===== src/rtl/conv_stream_ctrl.sv =====
// rtl/conv_stream_ctrl.sv - frame controller for the four-lane 3x3 convolver
// Owns the double-buffered kernel, input gating, prime-discard tagging and the output FIFO.
module conv_stream_ctrl #(
    parameter int NB_DATA     = 32,
    parameter int NB_COEFF    = 8,
    parameter int KERNEL_SIZE = 9,
    parameter int FRAME_WORDS = 600,
    parameter int PRIME_WORDS = 100,
    parameter int PIPE_LAT    = 2,
    parameter int FIFO_DEPTH  = 8
) (
    input  logic                            i_clk,
    input  logic                            i_reset,
    input  logic                            i_start,
    input  logic                            i_kernel_wr,
    input  logic [3:0]                      i_kernel_addr,
    input  logic [NB_COEFF-1:0]             i_kernel_data,
    output logic [NB_COEFF*KERNEL_SIZE-1:0] o_kernel,
    input  logic [NB_DATA-1:0]              s_data,
    input  logic                            s_valid,
    output logic                            s_ready,
    output logic [NB_DATA-1:0]              o_sub_data,
    output logic                            o_sub_valid,
    input  logic [NB_DATA-1:0]              i_conv_data,
    output logic [NB_DATA-1:0]              m_data,
    output logic                            m_valid,
    input  logic                            m_ready,
    output logic                            o_busy,
    output logic                            o_done
);
    localparam int KW   = NB_COEFF * KERNEL_SIZE;
    localparam int CW   = $clog2(FRAME_WORDS + 1);
    localparam int AW   = $clog2(FIFO_DEPTH);
    localparam int NW   = $clog2(FIFO_DEPTH + 1);
    localparam int OW   = $clog2(FIFO_DEPTH + PIPE_LAT + 1);
    localparam logic [KW-1:0] IDENT =
        KW'({(NB_COEFF-1){1'b1}}) << (NB_COEFF * (KERNEL_SIZE / 2));

    typedef enum logic [1:0] {IDLE, COMMIT, STREAM, DRAIN} state_e;

    state_e              state_q, state_d;
    logic [CW-1:0]       word_q, word_d;
    logic [PIPE_LAT-1:0] tag_q, tag_d;
    logic [AW-1:0]       wptr_q, wptr_d, rptr_q, rptr_d;
    logic [NW-1:0]       count_q, count_d;
    logic [KW-1:0]       shadow_q, shadow_d, active_q, active_d;
    logic [NB_DATA-1:0]  mem_q [FIFO_DEPTH];
    logic [OW-1:0]       pending, occupancy;
    logic                accept, fifo_wr, fifo_rd, drained;

    always_comb begin
        pending = '0;
        for (int i = 0; i < PIPE_LAT; i++) begin
            pending = pending + OW'(tag_q[i]);
        end
        occupancy   = OW'(count_q) + pending;
        // Reserve FIFO space for every kept word still in the datapath.
        s_ready     = (state_q == STREAM) && (occupancy < OW'(FIFO_DEPTH));
        accept      = s_valid && s_ready;
        o_sub_valid = accept;
        o_sub_data  = s_data;
        m_valid     = (count_q != '0);
        m_data      = m_valid ? mem_q[rptr_q] : '0;
        fifo_wr     = tag_q[PIPE_LAT-1];
        fifo_rd     = m_valid && m_ready;
        drained     = (tag_q == '0) && (count_q == '0);
        tag_d       = (tag_q << 1) | PIPE_LAT'(accept && (word_q >= CW'(PRIME_WORDS)));
        o_kernel    = active_q;
    end

    always_comb begin
        wptr_d  = wptr_q;
        rptr_d  = rptr_q;
        count_d = count_q;
        if (fifo_wr) begin
            wptr_d = (wptr_q == AW'(FIFO_DEPTH - 1)) ? '0 : wptr_q + 1'b1;
        end
        if (fifo_rd) begin
            rptr_d = (rptr_q == AW'(FIFO_DEPTH - 1)) ? '0 : rptr_q + 1'b1;
        end
        case ({fifo_wr, fifo_rd})
            2'b10:   count_d = count_q + 1'b1;
            2'b01:   count_d = count_q - 1'b1;
            default: count_d = count_q;
        endcase
    end

    always_comb begin
        state_d  = state_q;
        word_d   = word_q;
        active_d = active_q;
        shadow_d = shadow_q;
        o_done   = 1'b0;
        case (state_q)
            IDLE: begin
                if (i_start) state_d = COMMIT;
            end
            COMMIT: begin
                active_d = shadow_q;
                word_d   = '0;
                state_d  = STREAM;
            end
            STREAM: begin
                if (accept) begin
                    word_d = word_q + 1'b1;
                    if (word_q == CW'(FRAME_WORDS - 1)) state_d = DRAIN;
                end
            end
            DRAIN: begin
                if (drained) begin
                    o_done  = 1'b1;
                    state_d = IDLE;
                end
            end
            default: state_d = IDLE;
        endcase
        // Shadow write happens after the commit copy, so a same-cycle write waits a frame.
        for (int k = 0; k < KERNEL_SIZE; k++) begin
            if (i_kernel_wr && (i_kernel_addr == 4'(k))) begin
                shadow_d[k*NB_COEFF +: NB_COEFF] = i_kernel_data;
            end
        end
        o_busy = (state_q != IDLE) && !o_done;
    end

    always_ff @(posedge i_clk or negedge i_reset) begin
        if (!i_reset) begin
            state_q  <= IDLE;
            word_q   <= '0;
            tag_q    <= '0;
            wptr_q   <= '0;
            rptr_q   <= '0;
            count_q  <= '0;
            shadow_q <= IDENT;
            active_q <= IDENT;
        end else begin
            state_q  <= state_d;
            word_q   <= word_d;
            tag_q    <= tag_d;
            wptr_q   <= wptr_d;
            rptr_q   <= rptr_d;
            count_q  <= count_d;
            shadow_q <= shadow_d;
            active_q <= active_d;
        end
    end

    always_ff @(posedge i_clk) begin
        if (fifo_wr) mem_q[wptr_q] <= i_conv_data;
    end
endmodule


===== config.mk =====
export PLATFORM = sky130hd
export DESIGN_NAME = conv_stream_ctrl
export DESIGN_NICKNAME = d
export VERILOG_FILES = /design/src/rtl/conv_stream_ctrl.sv
export SDC_FILE = /design/constraint.sdc
export NUM_CORES = 1
export LEC_CHECK = 0
export ABC_AREA = 1
export CORE_ASPECT_RATIO = 0.75
export CORE_MARGIN = 10
export CORE_UTILIZATION = 25
export DETAILED_ROUTE_END_ITERATION = 7
export PLACE_DENSITY = 0.43
export SYNTH_ARGS = -nofsm -noshare
export SYNTH_HDL_FRONTEND = slang
export SYNTH_SLANG_ARGS = --single-unit

===== constraint.sdc =====
create_clock -name i_clk -period 2.5 [get_ports i_clk]
set_input_delay 0.375 -clock i_clk [delete_from_list [all_inputs] [get_ports i_clk]]
set_output_delay 0.375 -clock i_clk [all_outputs]
set_load 0.05 [all_outputs]

==> results of run 1 <==
kinds of logic after synthesis:
family          count (synthesis)
xor+xnor                        4
buf+inv                       150
fa+ha+maj                      14
flops                         424
mux                            71
simple gates                  459
compound gates                289
cells in the final DEF, fill, tap and decap left out, types with 41 or more instances in the layout:
master | netlist | routed
sky130_fd_sc_hd__buf_6 | 3 | 42
sky130_fd_sc_hd__clkbuf_16 | 0 | 58
sky130_fd_sc_hd__clkdlybuf4s50_1 | 0 | 120
sky130_fd_sc_hd__dfrtp_1 | 154 | 151
sky130_fd_sc_hd__edfxtp_1 | 256 | 256
sky130_fd_sc_hd__inv_1 | 43 | 41
sky130_fd_sc_hd__mux2_2 | 71 | 71
sky130_fd_sc_hd__nand2_1 | 125 | 124
sky130_fd_sc_hd__nor2_1 | 292 | 252
sky130_fd_sc_hd__o21ai_0 | 208 | 150
sky130_fd_sc_hd__o21ai_1 | 31 | 84
layout make-up:
type / count / area [um^2]
clock inverters: 17 / 189
well taps: 892 / 1120
repair inverters: 1 / 11.3
diodes: 1 / 2.50
flip-flops and latches: 424 / 11900
inverters: 45 / 184
clock buffers: 66 / 1360
repair buffers: 241 / 2940
fillers: 6810 / 45600
multi-input cells: 837 / 4760
layer usage:
metal / wire length [um] / part of all wire [%] / global-route usage (%)
met5: 23 / 0.047 / 0
met4: 751 / 1.5 / 2.65
met2: 21500 / 44 / 17.6
met3: 2960 / 6.1 / 3.28
met1: 23500 / 48 / 16.6
registers in the layout, indices dropped and copies added (netlist names):
signal / count
rptr_q: 3
mem_q: 256
count_q: 4
wptr_q: 3
tag_q: 2
o_kernel: 72
state_q: 2
word_q: 10
shadow_q: 72
worst max-delay path by stage:
stage	to	depth (start not counted)
floorplan	m_data[24]	5
finish	m_data[0]	9
CTS	m_data[18]	9
global route	m_data[8]	9
detailed placement	count_q[2]	11
global placement	m_data[29]	9
what timing repair did:
action	4_1_cts	5_1_grt
gates resized for setup	122	70
hold endpoints to repair	42	0
gates cloned	9	11
hold buffers	1	0
pin swaps	18	36
setup endpoints to repair	35	35
setup buffers	13	8
power groups by stage:
stage / clock [mW] / sequential [mW] / combinational [mW]
floorplan: 0 / 10.6 / 6.26
global placement: 0 / 9.16 / 11.6
detailed placement: 0 / 9.17 / 11.7
CTS: 7.25 / 9.04 / 13.3
global route: 7.52 / 9.14 / 15.0
finish: 6.99 / 9.00 / 14.1
metrics by stage:
stage               setup TNS, ns  utilization (%)  setup WS, ns  hold WS (ns)
finish                      -2.53             33.0        -0.153         0.302
global route                -6.12             33.0        -0.257         0.291
global placement                0             29.0         0.250         0.335
CTS                         -3.91             32.3        -0.165         0.271
floorplan                       0                -        0.0200        0.0794
detailed placement              0             29.0         0.226         0.336
==> metrics.txt, run 1 <==
# TYPE chip_impl_metric gauge
chip_impl_metric{name="tritoncts.num_buffers",unit=""} 47
chip_impl_metric{name="syn-mean-instance-area",unit="um^2"} 12.1
chip_impl_metric{name="area_delta_synth_final",unit="%"} 31.2
chip_impl_info{name="yosysMostFrequentCell",value="sky130_fd_sc_hd__nor2_1"} 1
chip_impl_info{name="netlist_top_cells_count",value="292 x sky130_fd_sc_hd__nor2_1, 256 x sky130_fd_sc_hd__edfxtp_1, 208 x sky130_fd_sc_hd__o21ai_0, 154 x sky130_fd_sc_hd__dfrtp_1, 125 x sky130_fd_sc_hd__nand2_1"} 1
chip_impl_metric{name="transition_at_the_pin_with_the_smallest_max_transition_slack",unit="ns"} 0.581
chip_impl_metric{name="max_freq",unit="MHz"} 377
chip_impl_metric{name="netlist-cell-type-count",unit=""} 38
chip_impl_metric{name="period_share",unit="%"} 106
chip_impl_info{name="setup.worst_path.end_class",value="primary output"} 1
chip_impl_info{name="critical_register_to_register_path_startpoint",value="count_q[1]"} 1
chip_impl_metric{name="power.share.switching",unit="%"} 40.4
chip_impl_info{name="worst_r2r_endpoint",value="count_q[2]"} 1
chip_impl_metric{name="tritoncts_num_sinks",unit=""} 424
chip_impl_metric{name="worstPathBufferInverterCount",unit=""} 5
chip_impl_info{name="cp-start-kind",value="flip-flop"} 1
chip_impl_metric{name="post_synth_fa_ha_maj_area_fraction",unit="%"} 1.02
chip_impl_info{name="outcome",value="finished, violations left"} 1
chip_impl_metric{name="first_global_vias",unit=""} 11267
chip_impl_metric{name="internal_power",unit="mW"} 17.9
chip_impl_metric{name="clkTransAtPathRegs",unit="ns"} 0.06
chip_impl_metric{name="synth_cells",unit=""} 1411
chip_impl_metric{name="clock_latency",unit="ns"} 0.58
chip_impl_metric{name="total_power",unit="mW"} 30.1
chip_impl_metric{name="yosys_register_bits",unit=""} 424
chip_impl_metric{name="placement.io_buffers",unit=""} 158
chip_impl_metric{name="maxSlewHeadroom",unit="%"} 61.2
chip_impl_info{name="tritoncts",value="done"} 1
chip_impl_metric{name="netlist.area_leader.share",unit="%"} 44.9
chip_impl_metric{name="dp_hpwl",unit="um"} 27800
chip_impl_metric{name="detail_route.first_pass.iterations",unit=""} 4
chip_impl_metric{name="synth-compound-area-share",unit="%"} 9.27
chip_impl_info{name="worst_path_max_delay_cell",value="sky130_fd_sc_hd__dfrtp_4"} 1
chip_impl_metric{name="route.final.wire_length",unit="um"} 48700
chip_impl_info{name="violations",value="setup timing"} 1
chip_impl_metric{name="total_leakage_power",unit="nW"} 8.42
chip_impl_metric{name="final_critical_path_setup_slack",unit="ns"} -0.153
chip_impl_metric{name="routed-via-count",unit=""} 11157
chip_impl_metric{name="report.final.setup_viol",unit=""} 32
chip_impl_metric{name="antenna_found_initial",unit=""} 4
chip_impl_metric{name="hold_viol",unit=""} 0
chip_impl_metric{name="final_net_count",unit=""} 1693
chip_impl_metric{name="syn_area",unit="um^2"} 17100
chip_impl_metric{name="die_w",unit="um"} 322
chip_impl_info{name="worstPathCellList",value="buf_6 > clkinv_8 > buf_4 > buf_16 > nor2_1 > o32ai_2 > nor2_1 > nor2_2 > buf_6"} 1
chip_impl_metric{name="drive_gt1_share",unit="%"} 22.2
chip_impl_metric{name="cap_viol_max_count",unit=""} 0
chip_impl_metric{name="global_route_wire_length_before_repair",unit="um"} 71900
chip_impl_metric{name="power_density",unit="nW/um^2"} 1340
chip_impl_metric{name="ys.warnings.count",unit=""} 0
chip_impl_metric{name="ctsLongestPathBuffers",unit=""} 3
chip_impl_metric{name="synth_simple_gate_area_share",unit="%"} 10.7
chip_impl_metric{name="postRouteAntennaNets",unit=""} 0
chip_impl_metric{name="timing.critical_path.arrival",unit="ns"} 2.28
chip_impl_metric{name="pwr-share-seq",unit="%"} 29.9
chip_impl_metric{name="clock_skew",unit="ns"} 0.0250
chip_impl_info{name="worstSetupPathType",value="reg -> out"} 1
chip_impl_metric{name="post_synth_mux_area_share",unit="%"} 4.67
chip_impl_metric{name="switching_power",unit="mW"} 12.1
chip_impl_metric{name="boundaryPins",unit=""} 223
chip_impl_metric{name="grt_overflow_total",unit=""} 0
chip_impl_metric{name="synth_xor_area_share",unit="%"} 0.204
chip_impl_info{name="synth_top_cells_by_area",value="sky130_fd_sc_hd__edfxtp_1 45%, sky130_fd_sc_hd__dfrtp_1 22%, sky130_fd_sc_hd__nor2_1 6.4%"} 1
chip_impl_metric{name="timing.reg2reg.worst_path_depth",unit=""} 12
chip_impl_metric{name="combinationalPowerShare",unit="%"} 46.8
chip_impl_metric{name="ir_worst_vdd",unit="mV"} 0.742
chip_impl_info{name="cts_root_buffer",value="sky130_fd_sc_hd__clkbuf_16"} 1
chip_impl_metric{name="crit_required",unit="ns"} 2.12
chip_impl_metric{name="dieArea",unit="um^2"} 79500
chip_impl_metric{name="gpl.final_weighted_congestion",unit=""} 0.740
chip_impl_info{name="yosys.area.top_type",value="sky130_fd_sc_hd__edfxtp_1"} 1
chip_impl_metric{name="power.clock.fraction",unit="%"} 23.3
chip_impl_metric{name="period_needed",unit="ns"} 2.65
chip_impl_metric{name="remaining_drc_errors",unit=""} 0
chip_impl_metric{name="worst-r2r-setup-slack",unit="ns"} 0.30
chip_impl_metric{name="drv_slew",unit=""} 0
chip_impl_metric{name="cts_htree_levels",unit=""} 2
chip_impl_metric{name="maximum_fanout_along_the_worst_path",unit=""} 12
chip_impl_metric{name="finish.instance_area",unit="um^2"} 22500
chip_impl_info{name="worst_setup_path_startpoint",value="rptr_q[0]"} 1
chip_impl_info{name="hold_path_class",value="in -> async"} 1
chip_impl_metric{name="post_synth_edffs",unit=""} 256
chip_impl_info{name="rsz0062_at_grt",value="yes"} 1
chip_impl_metric{name="avgRoutedWirePerCell",unit="um"} 19.3
chip_impl_info{name="critical-path-top-delay-family",value="buffers and inverters"} 1
chip_impl_metric{name="grt_max_degree",unit=""} 57
chip_impl_metric{name="rows",unit=""} 83
chip_impl_metric{name="finished_layout_cells",unit=""} 2524
chip_impl_info{name="largest_family_of_logic_cells_by_synthesized_area",value="simple AND/OR/NAND/NOR gates"} 1
chip_impl_info{name="dominantRegCellSynth",value="sky130_fd_sc_hd__edfxtp_1"} 1
chip_impl_metric{name="detailed_place.area",unit="um^2"} 19700
chip_impl_metric{name="timing.critical_path.slowest_cell_delay",unit="ns"} 0.50
chip_impl_metric{name="part_of_the_yosys_area_used_for_sequential_elements",unit="%"} 69.5
chip_impl_metric{name="chipHeight",unit="um"} 247
chip_impl_metric{name="grt_use_total",unit="%"} 11.7
chip_impl_metric{name="initial_core_util",unit="%"} 25.2
chip_impl_metric{name="drt_iter0_markers",unit=""} 646
chip_impl_metric{name="mappedNetlistNets",unit=""} 1507
chip_impl_metric{name="dp.cells",unit=""} 2398
chip_impl_metric{name="avgViaCountPerCell",unit=""} 4.42
chip_impl_metric{name="async_flop_share",unit="%"} 39.6
chip_impl_metric{name="design.core.area",unit="um^2"} 68100
(Power assumes the default switching activity.)
==> inputs of run 2 (changes only) <==
--- a/config.mk
+++ b/config.mk
@@ -8,9 +8,11 @@
 export ABC_AREA = 1
 export CORE_ASPECT_RATIO = 0.75
 export CORE_MARGIN = 10
-export CORE_UTILIZATION = 25
+export CORE_UTILIZATION = 30
+export CTS_CLUSTER_SIZE = 8
 export DETAILED_ROUTE_END_ITERATION = 7
-export PLACE_DENSITY = 0.43
+export PLACE_DENSITY = 0.5
+export SLEW_MARGIN = 20
 export SYNTH_ARGS = -nofsm -noshare
 export SYNTH_HDL_FRONTEND = slang
 export SYNTH_SLANG_ARGS = --single-unit
==> run 2 against run 1 <==
  * The flow still finishes with violations (setup timing)
  * Routed wire length is 3.9% lower
  * Count of clock-buffer cells in the layout rose by 42
  * Global-route usage grew 1.9 points
==> metrics.txt, run 2 (synthesized netlist as in run 1, its figures left out) <==
# TYPE chip_impl_metric gauge
chip_impl_info{name="outcome",value="finished, violations left"} 1
chip_impl_info{name="violations",value="setup timing"} 1
chip_impl_metric{name="clock_latency",unit="ns"} 0.61
chip_impl_metric{name="rows",unit=""} 75
chip_impl_info{name="worstPathCellList",value="clkinv_8 > buf_16 > buf_6 > nor2_2 > o21ai_1 > o21ai_1 > nor2_2 > buf_6"} 1
chip_impl_info{name="worst_r2r_endpoint",value="count_q[2]"} 1
chip_impl_info{name="largest_register",value="mem_q"} 1
chip_impl_metric{name="first_global_vias",unit=""} 11462
chip_impl_metric{name="global_route_wire_length_before_repair",unit="um"} 70700
chip_impl_metric{name="tritoncts.num_buffers",unit=""} 58
chip_impl_metric{name="chipHeight",unit="um"} 227
chip_impl_metric{name="final_critical_path_setup_slack",unit="ns"} -0.181
chip_impl_metric{name="maximum_fanout_along_the_worst_path",unit=""} 8
chip_impl_metric{name="period_needed",unit="ns"} 2.68
chip_impl_metric{name="avgRoutedWirePerCell",unit="um"} 19.7
chip_impl_info{name="layout.cells.most_common",value="sky130_fd_sc_hd__edfxtp_1"} 1
chip_impl_info{name="setup.worst_path.end_class",value="primary output"} 1
chip_impl_metric{name="total_leakage_power",unit="nW"} 8.37
chip_impl_metric{name="power_density",unit="nW/um^2"} 1350
chip_impl_info{name="rsz0062_at_grt",value="yes"} 1
chip_impl_metric{name="area_delta_synth_final",unit="%"} 30.1
chip_impl_metric{name="gpl.final_weighted_congestion",unit=""} 0.730
chip_impl_metric{name="finish.instance_area",unit="um^2"} 22300
chip_impl_metric{name="ctsLongestPathBuffers",unit=""} 3
chip_impl_metric{name="switching_power",unit="mW"} 12.1
chip_impl_metric{name="postRouteAntennaNets",unit=""} 0
chip_impl_metric{name="max_freq",unit="MHz"} 373
chip_impl_info{name="cp-start-kind",value="flip-flop"} 1
chip_impl_info{name="tritoncts",value="done"} 1
chip_impl_metric{name="timing.critical_path.arrival",unit="ns"} 2.31
chip_impl_metric{name="transition_at_the_pin_with_the_smallest_max_transition_slack",unit="ns"} 0.608
chip_impl_info{name="hold_path_class",value="in -> async"} 1
chip_impl_metric{name="worst-r2r-setup-slack",unit="ns"} 0.29
chip_impl_metric{name="totalNegativeSetupSlack",unit="ns"} -3.62
chip_impl_metric{name="detailed_place.area",unit="um^2"} 19600
chip_impl_metric{name="largest_reg_flops",unit=""} 256
chip_impl_metric{name="boundaryPins",unit=""} 223
chip_impl_metric{name="initial_core_util",unit="%"} 30.5
chip_impl_metric{name="report.final.setup_viol",unit=""} 32
chip_impl_metric{name="internal_power",unit="mW"} 17.9
chip_impl_metric{name="total_power",unit="mW"} 30.0
chip_impl_metric{name="avgViaCountPerCell",unit=""} 4.75
chip_impl_metric{name="timing.reg2reg.worst_path_depth",unit=""} 13
chip_impl_metric{name="placement.io_buffers",unit=""} 158
chip_impl_metric{name="pwr-share-seq",unit="%"} 30.1
chip_impl_metric{name="drive_gt1_share",unit="%"} 20.9
chip_impl_metric{name="dp_hpwl",unit="um"} 26600
chip_impl_metric{name="drt_iter0_markers",unit=""} 814
chip_impl_info{name="critical_register_to_register_path_startpoint",value="count_q[0]"} 1
chip_impl_info{name="worstSetupPathType",value="reg -> out"} 1
chip_impl_metric{name="dieArea",unit="um^2"} 67200
chip_impl_metric{name="power.share.switching",unit="%"} 40.3
chip_impl_metric{name="route.final.wire_length",unit="um"} 46800
chip_impl_metric{name="finished_layout_cells",unit=""} 2377
chip_impl_metric{name="ir_worst_vdd",unit="mV"} 0.852
chip_impl_metric{name="cap_viol_max_count",unit=""} 0
chip_impl_info{name="worst_path_max_delay_cell",value="sky130_fd_sc_hd__dfrtp_4"} 1
chip_impl_metric{name="die_w",unit="um"} 296
chip_impl_info{name="critical-path-top-delay-family",value="buffers and inverters"} 1
chip_impl_metric{name="combinationalPowerShare",unit="%"} 45.3
chip_impl_metric{name="clock_skew",unit="ns"} 0.0210
chip_impl_metric{name="worstPathBufferInverterCount",unit=""} 4
chip_impl_metric{name="final_net_count",unit=""} 1691
chip_impl_metric{name="fillerInstances",unit=""} 5306
chip_impl_metric{name="dp.cells",unit=""} 2234
chip_impl_info{name="most-common-layout-cells",value="256 x sky130_fd_sc_hd__edfxtp_1, 247 x sky130_fd_sc_hd__nor2_1, 158 x sky130_fd_sc_hd__o21ai_0"} 1
chip_impl_metric{name="power.clock.fraction",unit="%"} 24.6
chip_impl_metric{name="remaining_drc_errors",unit=""} 0
chip_impl_metric{name="detail_route.first_pass.iterations",unit=""} 5
chip_impl_metric{name="routed-via-count",unit=""} 11296
chip_impl_metric{name="drv_slew",unit=""} 0
chip_impl_metric{name="grt_use_total",unit="%"} 13.6
chip_impl_metric{name="maxSlewHeadroom",unit="%"} 59.4
chip_impl_metric{name="cts_htree_levels",unit=""} 2
chip_impl_metric{name="crit_required",unit="ns"} 2.12
chip_impl_metric{name="design.core.area",unit="um^2"} 56200
chip_impl_info{name="cts_root_buffer",value="sky130_fd_sc_hd__clkbuf_16"} 1
chip_impl_metric{name="period_share",unit="%"} 107
chip_impl_metric{name="grt_overflow_total",unit=""} 0
chip_impl_metric{name="grt_max_degree",unit=""} 58
chip_impl_metric{name="timing.critical_path.slowest_cell_delay",unit="ns"} 0.57
chip_impl_metric{name="hold_viol",unit=""} 0
chip_impl_metric{name="clkTransAtPathRegs",unit="ns"} 0.05
chip_impl_metric{name="tritoncts_num_sinks",unit=""} 424
chip_impl_metric{name="antenna_found_initial",unit=""} 4
-- run 2: cell count changes in the layout (fill, tap and decap cells not counted), sizes merged --
cell and delta:
clkbuf +37, buf -7, inv -3, bufinv -3
clkinv -10
-- run 2: repair_timing --
action | in CTS | in global routing
hold buffers | 1 | 0
setup buffers | 15 | 4
cloned | 9 | 5
pin swaps | 23 | 29
hold endpoints to repair | 52 | 0
gates resized for setup | 104 | 81
endpoints found under the setup margin | 34 | 34
-- run 2: through the flow --
| step | hold slack (ns) | utilization [%] | worst slack, ns |
|---|---|---|---|
| 2_1_floorplan | 0.0794 | - | 0.0200 |
| 3_3_place_gp | 0.384 | 34.8 | 0.243 |
| 3_5_place_dp | 0.383 | 34.8 | 0.241 |
| 4_1_cts | 0.296 | 39.0 | -0.183 |
| 5_1_grt | 0.359 | 39.7 | -0.270 |
| 6_report | 0.300 | 39.7 | -0.181 |
-- run 2: layout make-up --
cell class,count,area (um^2),share of cell area (%)
flip-flops and latches,424,11900,53.5
multi-input cells,837,4800,21.5
repair buffers,229,2770,12.4
clock buffers,108,1660,7.45
well taps,731,915,4.10
inverters,45,184,0.825
clock inverters,2,50.0,0.225
diodes,1,2.50,0.0112
-- run 2: power groups by stage --
stage / clock network (mW) / logic (mW) / registers (mW)
finish: 7.38 / 13.6 / 9.03
global route: 7.90 / 14.6 / 9.15
CTS: 7.58 / 13.2 / 9.02
detailed placement: 0 / 11.5 / 9.18
global placement: 0 / 11.5 / 9.16
floorplan: 0 / 6.26 / 10.6
-- run 2: per-layer routing --
| layer | global-route usage [%] | part of all wire, % |
|---|---|---|
| met1 | 18.7 | 46 |
| met4 | 3.45 | 1.7 |
| met5 | 0 | 0.073 |
| met3 | 3.29 | 5.6 |
| met2 | 21.3 | 46 |
-- run 2: how the worst max path moves through the flow --
stage          startpoint    endpoint  slack, ns  depth (start not counted)
5_1_grt         rptr_q[0]  m_data[18]      -0.27                          7
4_1_cts         rptr_q[0]  m_data[15]      -0.18                          7
6_report        rptr_q[0]  m_data[23]      -0.18                          8
3_5_place_dp      m_ready  count_q[2]       0.24                         11
3_3_place_gp      m_ready  count_q[2]       0.24                         11
2_1_floorplan  count_q[0]  m_data[24]       0.02                          5
==> inputs of run 3 (changes only) <==
--- a/config.mk
+++ b/config.mk
@@ -11,7 +11,7 @@
 export CORE_UTILIZATION = 30
 export CTS_CLUSTER_SIZE = 8
 export DETAILED_ROUTE_END_ITERATION = 7
-export PLACE_DENSITY = 0.5
+export PLACE_DENSITY = 0.49
 export SLEW_MARGIN = 20
 export SYNTH_ARGS = -nofsm -noshare
 export SYNTH_HDL_FRONTEND = slang
==> run 3 against run 2 <==
  * The run still ends with setup timing left
  * Global-route usage shrank 0.73 points
  * Register-to-register slack gained 0.14 ns
  * Critical path depth is the same
  * Combinational power is essentially flat
  * Largest cell class unchanged
  * Largest power group unchanged
  * Highest routed layer is now met4
==> metrics.txt, run 3 (synthesized netlist as in run 1, its figures left out) <==
# TYPE chip_impl_metric gauge
chip_impl_metric{name="crit_required",unit="ns"} 2.12
chip_impl_info{name="cts_root_buffer",value="sky130_fd_sc_hd__clkbuf_16"} 1
chip_impl_metric{name="seq_area",unit="um^2"} 11900
chip_impl_metric{name="placement.io_buffers",unit=""} 158
chip_impl_metric{name="total_leakage_power",unit="nW"} 8.37
chip_impl_metric{name="clock_latency",unit="ns"} 0.59
chip_impl_metric{name="design.core.area",unit="um^2"} 56200
chip_impl_metric{name="multiInputGateArea",unit="um^2"} 4780
chip_impl_metric{name="total_power",unit="mW"} 29.8
chip_impl_metric{name="tritoncts_num_sinks",unit=""} 424
chip_impl_metric{name="max_freq",unit="MHz"} 381
chip_impl_metric{name="tritoncts.num_buffers",unit=""} 59
chip_impl_info{name="layout.cells.most_common",value="sky130_fd_sc_hd__nor2_1"} 1
chip_impl_metric{name="cap_viol_max_count",unit=""} 0
chip_impl_info{name="tritoncts",value="done"} 1
chip_impl_metric{name="drive_gt1_share",unit="%"} 20.4
chip_impl_info{name="largest_register",value="mem_q"} 1
chip_impl_info{name="worst_r2r_endpoint",value="count_q[2]"} 1
chip_impl_metric{name="first_global_vias",unit=""} 11155
chip_impl_metric{name="dieArea",unit="um^2"} 67200
chip_impl_metric{name="area_delta_synth_final",unit="%"} 29.9
chip_impl_metric{name="grt_overflow_total",unit=""} 0
chip_impl_metric{name="timing.critical_path.slowest_cell_delay",unit="ns"} 0.51
chip_impl_metric{name="pre_cts_ws",unit="ns"} 0.220
chip_impl_metric{name="grt_use_total",unit="%"} 12.9
chip_impl_metric{name="postRouteAntennaNets",unit=""} 0
chip_impl_metric{name="boundaryPins",unit=""} 223
chip_impl_metric{name="worst-r2r-setup-slack",unit="ns"} 0.43
chip_impl_info{name="violations",value="setup timing"} 1
chip_impl_metric{name="chipHeight",unit="um"} 227
chip_impl_metric{name="global_route_wire_length_before_repair",unit="um"} 67400
chip_impl_metric{name="power_density",unit="nW/um^2"} 1340
chip_impl_info{name="worst_path_max_delay_cell",value="sky130_fd_sc_hd__dfrtp_4"} 1
chip_impl_metric{name="maximum_fanout_along_the_worst_path",unit=""} 9
chip_impl_metric{name="cts_htree_levels",unit=""} 2
chip_impl_info{name="worstPathCellList",value="clkinv_8 > buf_12 > buf_12 > o21ai_0 > o21ai_1 > o21ai_1 > nor2_1 > buf_6"} 1
chip_impl_metric{name="avgViaCountPerCell",unit=""} 4.67
chip_impl_metric{name="timing.critical_path.arrival",unit="ns"} 2.25
chip_impl_metric{name="largest_reg_flops",unit=""} 256
chip_impl_metric{name="dp.cells",unit=""} 2234
chip_impl_metric{name="route.final.wire_length",unit="um"} 45000
chip_impl_metric{name="period_needed",unit="ns"} 2.62
chip_impl_info{name="critical-path-top-delay-family",value="buffers and inverters"} 1
chip_impl_info{name="critical_register_to_register_path_startpoint",value="count_q[1]"} 1
chip_impl_metric{name="rows",unit=""} 75
chip_impl_metric{name="drv_slew",unit=""} 0
chip_impl_metric{name="clock_skew",unit="ns"} 0.0185
chip_impl_metric{name="initial_core_util",unit="%"} 30.5
chip_impl_info{name="setup.worst_path.end_class",value="primary output"} 1
chip_impl_metric{name="final_net_count",unit=""} 1689
chip_impl_metric{name="grt_max_degree",unit=""} 73
chip_impl_metric{name="detail_route.first_pass.iterations",unit=""} 5
chip_impl_info{name="outcome",value="finished, violations left"} 1
chip_impl_metric{name="avgRoutedWirePerCell",unit="um"} 19.0
chip_impl_metric{name="final_critical_path_setup_slack",unit="ns"} -0.122
chip_impl_metric{name="dp_hpwl",unit="um"} 26300
chip_impl_metric{name="remaining_drc_errors",unit=""} 0
chip_impl_metric{name="worstPathBufferInverterCount",unit=""} 4
chip_impl_info{name="most-common-layout-cells",value="260 x sky130_fd_sc_hd__nor2_1, 256 x sky130_fd_sc_hd__edfxtp_1, 162 x sky130_fd_sc_hd__o21ai_0"} 1
chip_impl_metric{name="routed-via-count",unit=""} 11086
chip_impl_metric{name="hold_viol",unit=""} 0
chip_impl_metric{name="period_share",unit="%"} 105
chip_impl_metric{name="die_w",unit="um"} 296
chip_impl_metric{name="drt_iter0_markers",unit=""} 636
chip_impl_metric{name="gpl.final_weighted_congestion",unit=""} 0.793
chip_impl_info{name="worstSetupPathType",value="reg -> out"} 1
chip_impl_metric{name="report.final.setup_viol",unit=""} 32
chip_impl_metric{name="totalNegativeSetupSlack",unit="ns"} -2.32
chip_impl_metric{name="ctsLongestPathBuffers",unit=""} 3
chip_impl_info{name="rsz0062_at_grt",value="yes"} 1
chip_impl_metric{name="maxSlewHeadroom",unit="%"} 61.8
chip_impl_info{name="cp-start-kind",value="flip-flop"} 1
chip_impl_metric{name="clkTransAtPathRegs",unit="ns"} 0.05
chip_impl_metric{name="antenna_found_initial",unit=""} 1
chip_impl_metric{name="timing.reg2reg.worst_path_depth",unit=""} 12
chip_impl_metric{name="finish.instance_area",unit="um^2"} 22300
chip_impl_metric{name="transition_at_the_pin_with_the_smallest_max_transition_slack",unit="ns"} 0.572
chip_impl_metric{name="ir_worst_vdd",unit="mV"} 0.795
chip_impl_metric{name="antenna-diode-count",unit=""} 0
chip_impl_metric{name="finished_layout_cells",unit=""} 2373
chip_impl_metric{name="fillerInstances",unit=""} 5261
chip_impl_metric{name="detailed_place.area",unit="um^2"} 19500
chip_impl_info{name="hold_path_class",value="in -> async"} 1
==> run 3: power by group <==
group / switching [mW] / total, mW / internal, mW
logic: 8.31 / 13.5 / 5.15
registers: 0.614 / 8.98 / 8.37
clock network: 2.92 / 7.36 / 4.44
==> run 3: timing repair <==
item | CTS | global route
endpoints found under the hold margin | 56 | 0
pin swaps | 18 | 39
gates resized for setup | 77 | 88
hold buffers | 1 | 0
setup buffers | 6 | 7
cloned | 5 | 10
setup endpoints to repair | 35 | 35
==> run 3: how the worst max path moves through the flow <==
stage | from | end | slack [ns] | cells after the start
floorplan | count_q[0] | m_data[24] | 0.02 | 5
global placement | m_ready | count_q[2] | 0.24 | 11
detailed placement | m_ready | count_q[2] | 0.22 | 11
CTS | rptr_q[0] | m_data[21] | -0.18 | 8
global route | rptr_q[0] | m_data[14] | -0.22 | 8
finish | rptr_q[0] | m_data[17] | -0.12 | 8
==> run 3: layout make-up <==
type / count / area share (%)
multi-input cells: 837 / 21.4
inverters: 45 / 0.826
well taps: 731 / 4.11
clock buffers: 107 / 7.49
repair buffers: 226 / 12.4
clock inverters: 3 / 0.169
flip-flops and latches: 424 / 53.5
==> run 3: layer usage <==
metal | global-route usage, % | part of all wire [%] | up-vias
met5 | 0 | 0 | -
met1 | 17.3 | 46 | 5501
met2 | 20.8 | 47 | 233
li1 | - | - | 5293
met4 | 3.51 | 1.7 | 0
met3 | 2.76 | 4.8 | 59
==> run 3: stage by stage <==
| step | utilization, % | hold slack, ns |
|---|---|---|
| finish | 39.6 | 0.304 |
| floorplan | - | 0.0794 |
| CTS | 38.6 | 0.299 |
| global placement | 34.8 | 0.385 |
| detailed placement | 34.8 | 0.384 |
| global route | 39.6 | 0.351 |
